$ cat config.mk
export PLATFORM = sky130hd
export DESIGN_NAME = instr_fetch_flat
export DESIGN_NICKNAME = d
export VERILOG_FILES = /design/src/rtl/instr_fetch_if.sv /design/src/rtl/instr_fetch.sv /design/src/flat_wrapper.sv
export SDC_FILE = /design/constraint.sdc
export NUM_CORES = 1
export LEC_CHECK = 0
export CAP_MARGIN = 25
export CORE_MARGIN = 2
export CORE_UTILIZATION = 45
export CTS_CLUSTER_DIAMETER = 150
export DETAILED_ROUTE_END_ITERATION = 10
export PLACE_DENSITY = 0.85
export SKIP_CTS_REPAIR_TIMING = 1
export SYNTH_ARGS = -nofsm -noshare
export SYNTH_HDL_FRONTEND = slang
export SYNTH_SLANG_ARGS = --single-unit
$ cat constraint.sdc
create_clock -name clk -period 2.4 [get_ports clk]
set_input_delay 0.48 -clock clk [delete_from_list [all_inputs] [get_ports clk]]
set_output_delay 0.48 -clock clk [all_outputs]
set_load 0.03 [all_outputs]
$ cat src/rtl/instr_fetch_if.sv
// Instruction-memory request/response bundle between the fetch stage and instruction memory.
interface instr_fetch_if;
  localparam int unsigned AW = 32;
  localparam int unsigned DW = 32;

  logic          imem_req;
  logic [AW-1:0] imem_addr;
  logic          imem_ack;
  logic [DW-1:0] imem_rdata;

  modport master (output imem_req, imem_addr, input imem_ack, imem_rdata);
  modport slave  (input imem_req, imem_addr, output imem_ack, imem_rdata);
endinterface

$ cat src/rtl/instr_fetch.sv
// Instruction-fetch stage with integrated IF/ID register; stall, flush and branch redirect.
// Optional FETCH_HOLD_EN: parks a word acked during a stall instead of refetching it.
module instr_fetch #(
  parameter logic [31:0] RESET_PC  = 32'h0000_0000,
  parameter logic [31:0] NOP_INSTR = 32'h0000_0000
) (
  input  logic                clk,
  input  logic                rst,
  input  logic                stall,
  input  logic                flush,
  input  logic                branch_taken,
  input  logic [31:0]         branch_target,
  instr_fetch_if.master       imem,
  output logic [31:0]         IF_ID_instr,
  output logic [31:0]         IF_ID_npc,
  output logic                IF_ID_valid
);
  localparam int unsigned XLEN    = 32;
  localparam logic [XLEN-1:0] PC_STEP = XLEN'(4);

`ifdef FETCH_HOLD_EN
  typedef enum logic [1:0] {S_IDLE = 2'd0, S_REQ = 2'd1, S_HOLD = 2'd2} state_t;
  logic [XLEN-1:0] hold_buf;
`else
  typedef enum logic [1:0] {S_IDLE = 2'd0, S_REQ = 2'd1} state_t;
`endif

  state_t          state;
  logic [XLEN-1:0] pc;
  logic [XLEN-1:0] pc_inc;
  logic            req_q;

  // Modulo-2^32 increment; wraps naturally at the top of the address space.
  assign pc_inc         = pc + PC_STEP;
  assign imem.imem_req  = req_q;
  assign imem.imem_addr = pc;

  always_ff @(posedge clk) begin
    if (rst) begin
      state       <= S_IDLE;
      pc          <= RESET_PC;
      req_q       <= 1'b0;
      IF_ID_instr <= NOP_INSTR;
      IF_ID_npc   <= '0;
      IF_ID_valid <= 1'b0;
`ifdef FETCH_HOLD_EN
      hold_buf    <= '0;
`endif
    end else if (branch_taken) begin
      // Redirect: any acked or parked word is dropped, IF/ID gets a bubble.
      pc          <= branch_target;
      state       <= S_REQ;
      req_q       <= 1'b1;
      IF_ID_instr <= NOP_INSTR;
      IF_ID_valid <= 1'b0;
    end else if (flush) begin
      // PC is not advanced, so a word acked this cycle gets refetched.
      state       <= S_REQ;
      req_q       <= 1'b1;
      IF_ID_instr <= NOP_INSTR;
      IF_ID_valid <= 1'b0;
    end else begin
      case (state)
        S_IDLE: begin
          state <= S_REQ;
          req_q <= 1'b1;
        end
        S_REQ: begin
          if (stall) begin
`ifdef FETCH_HOLD_EN
            if (imem.imem_ack) begin
              hold_buf <= imem.imem_rdata;
              state    <= S_HOLD;
              req_q    <= 1'b0;
            end
`endif
          end else if (imem.imem_ack) begin
            IF_ID_instr <= imem.imem_rdata;
            IF_ID_npc   <= pc_inc;
            IF_ID_valid <= 1'b1;
            pc          <= pc_inc;
          end else begin
            IF_ID_instr <= NOP_INSTR;
            IF_ID_valid <= 1'b0;
          end
        end
`ifdef FETCH_HOLD_EN
        S_HOLD: begin
          if (!stall) begin
            IF_ID_instr <= hold_buf;
            IF_ID_npc   <= pc_inc;
            IF_ID_valid <= 1'b1;
            pc          <= pc_inc;
            state       <= S_REQ;
            req_q       <= 1'b1;
          end
        end
`endif
        default: begin
          state <= S_IDLE;
          req_q <= 1'b0;
        end
      endcase
    end
  end
endmodule
$ cat src/flat_wrapper.sv
// flat-port wrapper written by rule: the top's interface ports become plain ports
module instr_fetch_flat 
#(
  parameter logic [31:0] RESET_PC  = 32'h0000_0000,
  parameter logic [31:0] NOP_INSTR = 32'h0000_0000
)
  (clk, rst, stall, flush, branch_taken, branch_target, IF_ID_instr, IF_ID_npc, IF_ID_valid, imem_imem_req, imem_imem_addr, imem_imem_ack, imem_imem_rdata);
  instr_fetch_if imem_i ();
  input  logic clk;
  input  logic rst;
  input  logic stall;
  input  logic flush;
  input  logic branch_taken;
  input  logic [31:0] branch_target;
  output logic [31:0] IF_ID_instr;
  output logic [31:0] IF_ID_npc;
  output logic IF_ID_valid;
  output wire logic [$bits(imem_i.imem_req)-1:0] imem_imem_req;
  output wire logic [$bits(imem_i.imem_addr)-1:0] imem_imem_addr;
  input wire logic [$bits(imem_i.imem_ack)-1:0] imem_imem_ack;
  input wire logic [$bits(imem_i.imem_rdata)-1:0] imem_imem_rdata;
  assign imem_imem_req = imem_i.imem_req;
  assign imem_imem_addr = imem_i.imem_addr;
  assign imem_i.imem_ack = imem_imem_ack;
  assign imem_i.imem_rdata = imem_imem_rdata;
  instr_fetch #(.RESET_PC(RESET_PC), .NOP_INSTR(NOP_INSTR)) u_core (.clk(clk), .rst(rst), .stall(stall), .flush(flush), .branch_taken(branch_taken), .branch_target(branch_target), .imem(imem_i), .IF_ID_instr(IF_ID_instr), .IF_ID_npc(IF_ID_npc), .IF_ID_valid(IF_ID_valid));
endmodule
* Word level (Yosys, flattened, before mapping) *
Index checks and enable logic that the tools add are counted.

word-level totals
  output and inout bits = 98
  bits in registers = 100
  bits of input ports = 70
  logic and storage cells = 35

cells by class
  equality and inequality tests = 4
  bitwise operators = 3
  reductions and logical operators = 7
  mux-type cells = 13
  add/subtract/negate cells = 1

operator list
  kind                     number
  $mux W32                 6
  $add A32 B3 Y32 const B  1
  $mux W1                  5
  $reduce_and A5 Y1        1
  $ne A2 B1 Y1 const B     2
  $pmux W2 S2              1
  $reduce_and A4 Y1        1
  $reduce_bool A2 Y1       2
  $ne A3 B3 Y1 const B     1
  $not A1 Y1               3
  $reduce_or A3 Y1         1
  $eq A2 B1 Y1 const B     1
  $logic_not A2 Y1         1
  $pmux W1 S2              1
  $reduce_and A2 Y1        1

* Logic depth before layout (Yosys ltp) *
Gate-level depths: netlist of the first run.

  depth after elaboration = 6
  mapped depth = 7
  gate-level depth less buffers = 5

* Worst setup path before layout of the first run *
No wires, ideal clock.

  path kind = reg-to-reg
  start = register u_core.pc[2], in the netlist u_core.imem.imem_addr[2]
  end = register u_core.pc[18], in the netlist u_core.imem.imem_addr[18]
  arrival time = 2.060 ns
  required time = 2.309 ns
  setup slack = 0.249 ns
  clock period less this slack = 2.151 ns
  setup time = 0.091 ns
  path buffers = 0
  cell stages (with the launch flop) = 6
  path through = dfxtp_1 -> ha_1 -> nand3_2 -> or3_1 -> or4_1 -> a311oi_1

between the ends
  longest elaborated chain between the ends = 6

RTL lines
  item                      line               text
  start: declaration        instr_fetch.sv:29  logic [XLEN-1:0] pc;
  start signal: assignment  instr_fetch.sv:51  pc <= branch_target;
  start signal: assignment  instr_fetch.sv:81  pc <= pc_inc;
  $add A32 B3 Y32           instr_fetch.sv:34  assign pc_inc = pc + PC_STEP;
  $mux W32                  instr_fetch.sv:77  end else if (imem.imem_ack) begin
  $mux W32                  instr_fetch.sv:69  if (stall) begin
  $mux W32                  instr_fetch.sv:63  case (state)
  $mux W32                  instr_fetch.sv:56  end else if (flush) begin
  $mux W32                  instr_fetch.sv:49  end else if (branch_taken) begin

Every way passes these cells. The select of a mux whose other input is x is not followed.
A chain may end at the register's enable or synchronous reset.

* Worst setup path in the final report of the first run *
  start = register u_core.pc[14], in the netlist u_core.imem.imem_addr[14]
  end = output imem_imem_addr[14]

RTL lines
  item              line                text
  end: declaration  flat_wrapper.sv:19  output wire logic [$bits(imem_i.imem_addr)-1:0] imem_imem_addr;

No word-level cell between the ends.

==> results_dict.tcl, run 1 <==
set metrics [dict create \
    status "finished, final reports clean" \
    crit_chain "clkdlybuf4s50_1" \
    die-width_um 106 \
    ys_seq_elements 98 \
    netlist.area_leader.share 0.415 \
    fillers 829 \
    rsz0062_at_grt "no" \
    cp.arrival_ps 1720 \
    min_period_over_period 0.917 \
    antenna_found_initial 0 \
    grt_pass1_wl_um 24600 \
    row_count 37 \
    cellPowerDensity_nw_per_um2 501 \
    first_global_vias 4860 \
    syn-cell-area_um2 4720 \
    avgRoutedWirePerCell_um 17.7 \
    overflow 0 \
    max-slew-margin-rel 0.689 \
    ys_seq_area_frac 0.415 \
    worst_pin_slew_ps 463 \
    cts.clk_slew.worst_paths_ps 110 \
    register_area_um2 1960 \
    core_area_um2 10300 \
    peakVddDrop_v 0.000285 \
    drive_above_1_share 0.0902 \
    crit_fanout 10 \
    fmax_ghz 0.454 \
    placed_cells 863 \
    cts.path.max_buffers 2 \
    fin_crit_ps 2200 \
    routed_wl_um 15600 \
    max_stage_delay_ps 760 \
    io_pins 168 \
    hpwl_um 11200 \
    crit_family "buffers and inverters" \
    drt_iter0_markers 689 \
    comb_power_share 0.172 \
    whs_ps 426 \
    drc 0 \
    final_nets 809 \
    power.share.sequential 0.513 \
    grt_max_degree 40 \
    die_h_um 106 \
    track_usage 0.269 \
    die-area_um2 11300 \
    synth_edf_count 0 \
    pwr-share-clk 0.315 \
    swShare 0.308 \
    synthFlopType "dfxtp_1" \
    port_buffers 167 \
    syn-num-nets 647 \
    crit_slowest_cell "clkdlybuf4s50_1" \
    vias_per_cell 5.94 \
    netlist_instances 576 \
    clock-skew-final_ps 15.5 \
    start_util 0.460 \
    cp-start-kind "flip-flop" \
    clock_latency_ps 390 \
    hp-class "input pin to flip-flop" \
    hold_viol 0 \
    cts.sinks 98 \
    antenna_cells 0 \
    cts_tree "done" \
    syn_avg_cell_area_um2 8.20 \
    cts_max_level 3 \
    leakagePower_nw 2.23 \
    drt_pass1_iterations 5 \
    timing.final.max_slew_violations 0 \
    yosysWarnings 0 \
    synth_area_leaders "dfxtp_1 (42%), nand3_1 (5.3%), a311oi_1 (5.0%)" \
    gp_congestion 0.906 \
    post-synth-top-count-cell "dfxtp_1" \
    vias 5220 \
    clockRootBuffer "clkbuf_8" \
    postRouteAntennaNets 0 \
    setup_violations 0 \
    internal-power_w 0.00237 \
    required_ps 1920 \
    synthToLayoutAreaGrowth_pct 44.5 \
    yosys-top-cells-count "dfxtp_1 (98), nand2_1 (59), nor2_1 (59)" \
    power_w 0.00342 \
    cts_buffers 9 \
    instances_no_fill 879 \
    p_switching_w 0.00105 \
    synth_top_area_cell "dfxtp_1" \
    ys_types 48 \
    crit_path_end_kind "output port" \
    multi_input_area_um2 2490 \
    crit_type "flip-flop to output port" \
    synth-async-reset-ratio 0 \
    finalSetupTns_ps 0 \
    crit_buf_inv 1 \
    cap_violations 0 \
]
[layer usage]
layer / GRT usage / wire, um / vias to the layer above / share of wire
li1: - / - / 2454 / -
met1: 0.356 / 6410 / 2460 / 0.41
met2: 0.440 / 7400 / 277 / 0.48
met3: 0.0509 / 1410 / 29 / 0.090
met4: 0.0946 / 338 / 0 / 0.022
met5: 0 / 0 / - / 0
[registers in the layout, indices dropped and copies added (netlist names)]
register               flops
u_core.IF_ID_npc          32
u_core.imem.imem_addr     32
u_core.imem.imem_req       1
u_core.IF_ID_valid         1
u_core.IF_ID_instr        32
[power by group through the flow]
stage               combinational, W  sequential (W)  clock [W]
floorplan                   0.000202         0.00187          0
global placement            0.000573         0.00178          0
detailed placement          0.000583         0.00179          0
CTS                         0.000586         0.00175    0.00108
global route                0.000628         0.00176    0.00116
finish                      0.000589         0.00175    0.00108
[cell type report]
class	instances	area share
Clock buffer	9	0.0182
Clock inverter	7	0.0106
Inverter	7	0.00385
Multi-Input combinational cell	415	0.365
Sequential cell	98	0.287
Tap cell	136	0.0249
Timing Repair Buffer	207	0.290
[through the flow]
stage | util | area (um2) | setup slack, ps
after global routing | 0.664 | 6820 | 126
after detailed placement | 0.645 | 6630 | -2.91
after CTS | 0.664 | 6820 | 180
after floorplan | - | 4720 | 249
after global placement | 0.645 | 6630 | 90.6
final | 0.664 | 6820 | 198
[placed cells by master, fill, tap and decap left out, types with 3 or more instances in the layout]
cell and count:
and4_1 14, and3_1 5, o21ai_0 12, nand4_1 11, or4_1 13, xnor2_1 15, a21oi_1 39, and2_1 3
a211oi_1 24, nor2_1 58, dfxtp_1 98, a311oi_1 27, xor2_1 6, clkbuf_8 9, clkdlybuf4s50_1 166, nand4_2 3
o31ai_1 12, nand2_1 59, inv_1 6, a31oi_1 3, or3_1 11, buf_4 39, nor4_1 15, nor3_1 8
nand3_1 50
[path summary, 6_finish.rpt]
| path | from | to | depth (start not counted) | slack [ps] |
|---|---|---|---|---|
| max | u_core.imem.imem_addr[14]$_SDFFE_PP0P_ | imem_imem_addr[14] | 1 | 200 |
| min | rst | u_core.imem.imem_addr[1]$_SDFFE_PP0P_ | 2 | 430 |
| max reg2reg | u_core.imem.imem_addr[3]$_SDFFE_PP0P_ | u_core.imem.imem_addr[18]$_SDFFE_PP0P_ | 5 | 330 |
| min reg2reg | u_core.IF_ID_instr[20]$_SDFFE_PP0P_ | u_core.IF_ID_instr[20]$_SDFFE_PP0P_ | 2 | 460 |
[worst register-to-register path: stages, from the launching register on]
cell and delay, ps:
dfxtp_1 440, ha_1 270, nand3_2 140, or3_1 420, or4_1 400, a311oi_1 290
[logic make-up after synthesis]
group,count (synthesis),share of synthesized area
muxes,2,0.00424
AOI/OAI and AO/OA,127,0.183
buffers and inverters,63,0.0596
adders and majority gates,1,0.00265
xor gates and xnor gates,21,0.0389
DFF,98,0.415
and+or+nand+nor,264,0.296
No activity file was read; power rests on OpenSTA's default activity.
==> run 2, diff against run 1 <==
--- a/config.mk
+++ b/config.mk
@@ -8,7 +8,7 @@
 export CAP_MARGIN = 25
 export CORE_MARGIN = 2
 export CORE_UTILIZATION = 45
-export CTS_CLUSTER_DIAMETER = 150
+export CTS_CLUSTER_DIAMETER = 50
 export DETAILED_ROUTE_END_ITERATION = 10
 export PLACE_DENSITY = 0.85
 export SKIP_CTS_REPAIR_TIMING = 1
==> results of run 2 <==
Final layout, timing and power as in run 1 (identical DEF).
==> run 3, diff against run 2 <==
--- a/config.mk
+++ b/config.mk
@@ -7,10 +7,10 @@
 export LEC_CHECK = 0
 export CAP_MARGIN = 25
 export CORE_MARGIN = 2
-export CORE_UTILIZATION = 45
+export CORE_UTILIZATION = 49
 export CTS_CLUSTER_DIAMETER = 50
 export DETAILED_ROUTE_END_ITERATION = 10
-export PLACE_DENSITY = 0.85
+export PLACE_DENSITY = 0.91
 export SKIP_CTS_REPAIR_TIMING = 1
 export SYNTH_ARGS = -nofsm -noshare
 export SYNTH_HDL_FRONTEND = slang
==> constraint.sdc (replaced) <==
create_clock -name clk -period 2.6 [get_ports clk]
set_input_delay 0.52 -clock clk [delete_from_list [all_inputs] [get_ports clk]]
set_output_delay 0.52 -clock clk [all_outputs]
set_load 0.03 [all_outputs]
==> results_dict.tcl, run 3 (same netlist as run 1, synthesis figures left out) <==
set metrics [dict create \
    cp.arrival_ps 2540 \
    hold_viol 0 \
    cts.path.max_buffers 2 \
    vias 5225 \
    io_pins 168 \
    crit_path_end_kind "flip-flop" \
    fillers 705 \
    cts_tree "done" \
    register_area_um2 1960 \
    reg2reg_slack_ps 330 \
    row_count 35 \
    overflow 0 \
    whs_ps 453 \
    track_usage 0.283 \
    max-slew-margin-rel 0.514 \
    timing.final.max_slew_violations 0 \
    clockRootBuffer "clkbuf_8" \
    cp-start-kind "flip-flop" \
    grt_max_degree 46 \
    cts_max_level 3 \
    reg2reg_to "u_core.imem.imem_addr[22]$_SDFFE_PP0P_" \
    final_common_cell "clkdlybuf4s50_1" \
    status "finished, final reports clean" \
    crit_type "flip-flop to flip-flop" \
    antenna_cells 0 \
    synthToLayoutAreaGrowth_pct 41.0 \
    peakVddDrop_v 0.000373 \
    dpl_worst_slack_ps 164 \
    final_nets 788 \
    min_period_over_period 0.872 \
    cts.sinks 98 \
    drive_above_1_share 0.0637 \
    die_h_um 102 \
    die-width_um 102 \
    clock_latency_ps 370 \
    fmax_ghz 0.441 \
    leakagePower_nw 2.12 \
    avgRoutedWirePerCell_um 17.8 \
    postRouteAntennaNets 0 \
    crit_fanout 13 \
    routed_wl_um 15200 \
    cap_violations 0 \
    crit_path_start "u_core.imem.imem_addr[16]$_SDFFE_PP0P_" \
    first_global_vias 4831 \
    setup_violations 0 \
    min_to "u_core.IF_ID_instr[13]$_SDFFE_PP0P_" \
    finalSetupTns_ps 0 \
    drc 0 \
    drt_iter0_markers 568 \
    cellPowerDensity_nw_per_um2 465 \
    worst_slack_ps 334 \
    final_area_um2 6660 \
    fin_crit_ps 2270 \
    vias_per_cell 6.14 \
    final_cell_mix "clkdlybuf4s50_1 (166), dfxtp_1 (98), nand2_1 (59), nor2_1 (58), nand3_1 (50)" \
    antenna_found_initial 0 \
    required_ps 2880 \
    worst_pin_slew_ps 723 \
    whs_path_depth 2 \
    gp_congestion 0.941 \
    port_buffers 167 \
    hpwl_um 11000 \
    core_area_um2 9280 \
    multi_input_area_um2 2490 \
    reg2reg_depth 4 \
    grt_pass1_wl_um 23500 \
    postPlaceCellArea_um2 6470 \
    hp-class "flip-flop to flip-flop" \
    start_util 0.509 \
    cts_buffers 9 \
    clock-skew-final_ps 10.1 \
    cts.clk_slew.worst_paths_ps 100 \
    hold_path_startpoint "u_core.IF_ID_instr[13]$_SDFFE_PP0P_" \
    drt_pass1_iterations 5 \
    die-area_um2 10400 \
    rsz0062_at_grt "no" \
    r2r_start "u_core.imem.imem_addr[16]$_SDFFE_PP0P_" \
]
-- run 3: worst max-delay path: stages, from the launching register on --
cell	delay, ps
dfxtp_1	520
and4_1	310
nand4_1	440
or4_1	600
a311oi_1	300
-- run 3: worst max-delay path by stage --
stage	slack (ps)	cells past startpoint	endpoint
after floorplan	450	5	u_core.imem.imem_addr[18]$_SDFFE_PP0P_
after global placement	240	6	u_core.imem.imem_addr[16]$_SDFFE_PP0P_
after detailed placement	160	5	u_core.imem.imem_addr[20]$_SDFFE_PP0P_
after CTS	380	1	imem_imem_addr[14]
after global routing	220	4	u_core.imem.imem_addr[17]$_SDFFE_PP0P_
final	330	4	u_core.imem.imem_addr[22]$_SDFFE_PP0P_
-- run 3: cell type report --
cell class                      count  area share
Clock buffer                        9      0.0186
Multi-Input combinational cell    415       0.374
Clock inverter                      7     0.00902
Sequential cell                    98       0.295
Timing Repair Buffer              186       0.276
Tap cell                          129      0.0242
Inverter                            7     0.00395
-- run 3: layer usage --
layer / vias to the layer above / routed length (um) / GRT usage
li1: 2425 / - / -
met1: 2455 / 5970 / 0.356
met2: 293 / 7420 / 0.474
met3: 52 / 1240 / 0.0568
met4: 0 / 561 / 0.121
met5: - / 0 / 0
-- run 3: where the power goes --
part           switching, W  total [W]  internal [W]
sequential        0.0000760    0.00162       0.00155
combinational      0.000278   0.000526      0.000247
clock              0.000578   0.000943      0.000365
total              0.000933    0.00309       0.00216
-- run 3: metrics by stage --
stage	utilization	power, W	cells
2_1_floorplan	-	0.00191	576
3_3_place_gp	0.697	0.00216	835
3_5_place_dp	0.697	0.00218	835
4_1_cts	0.717	0.00309	851
5_1_grt	0.717	0.00320	851
6_report	0.717	0.00309	851
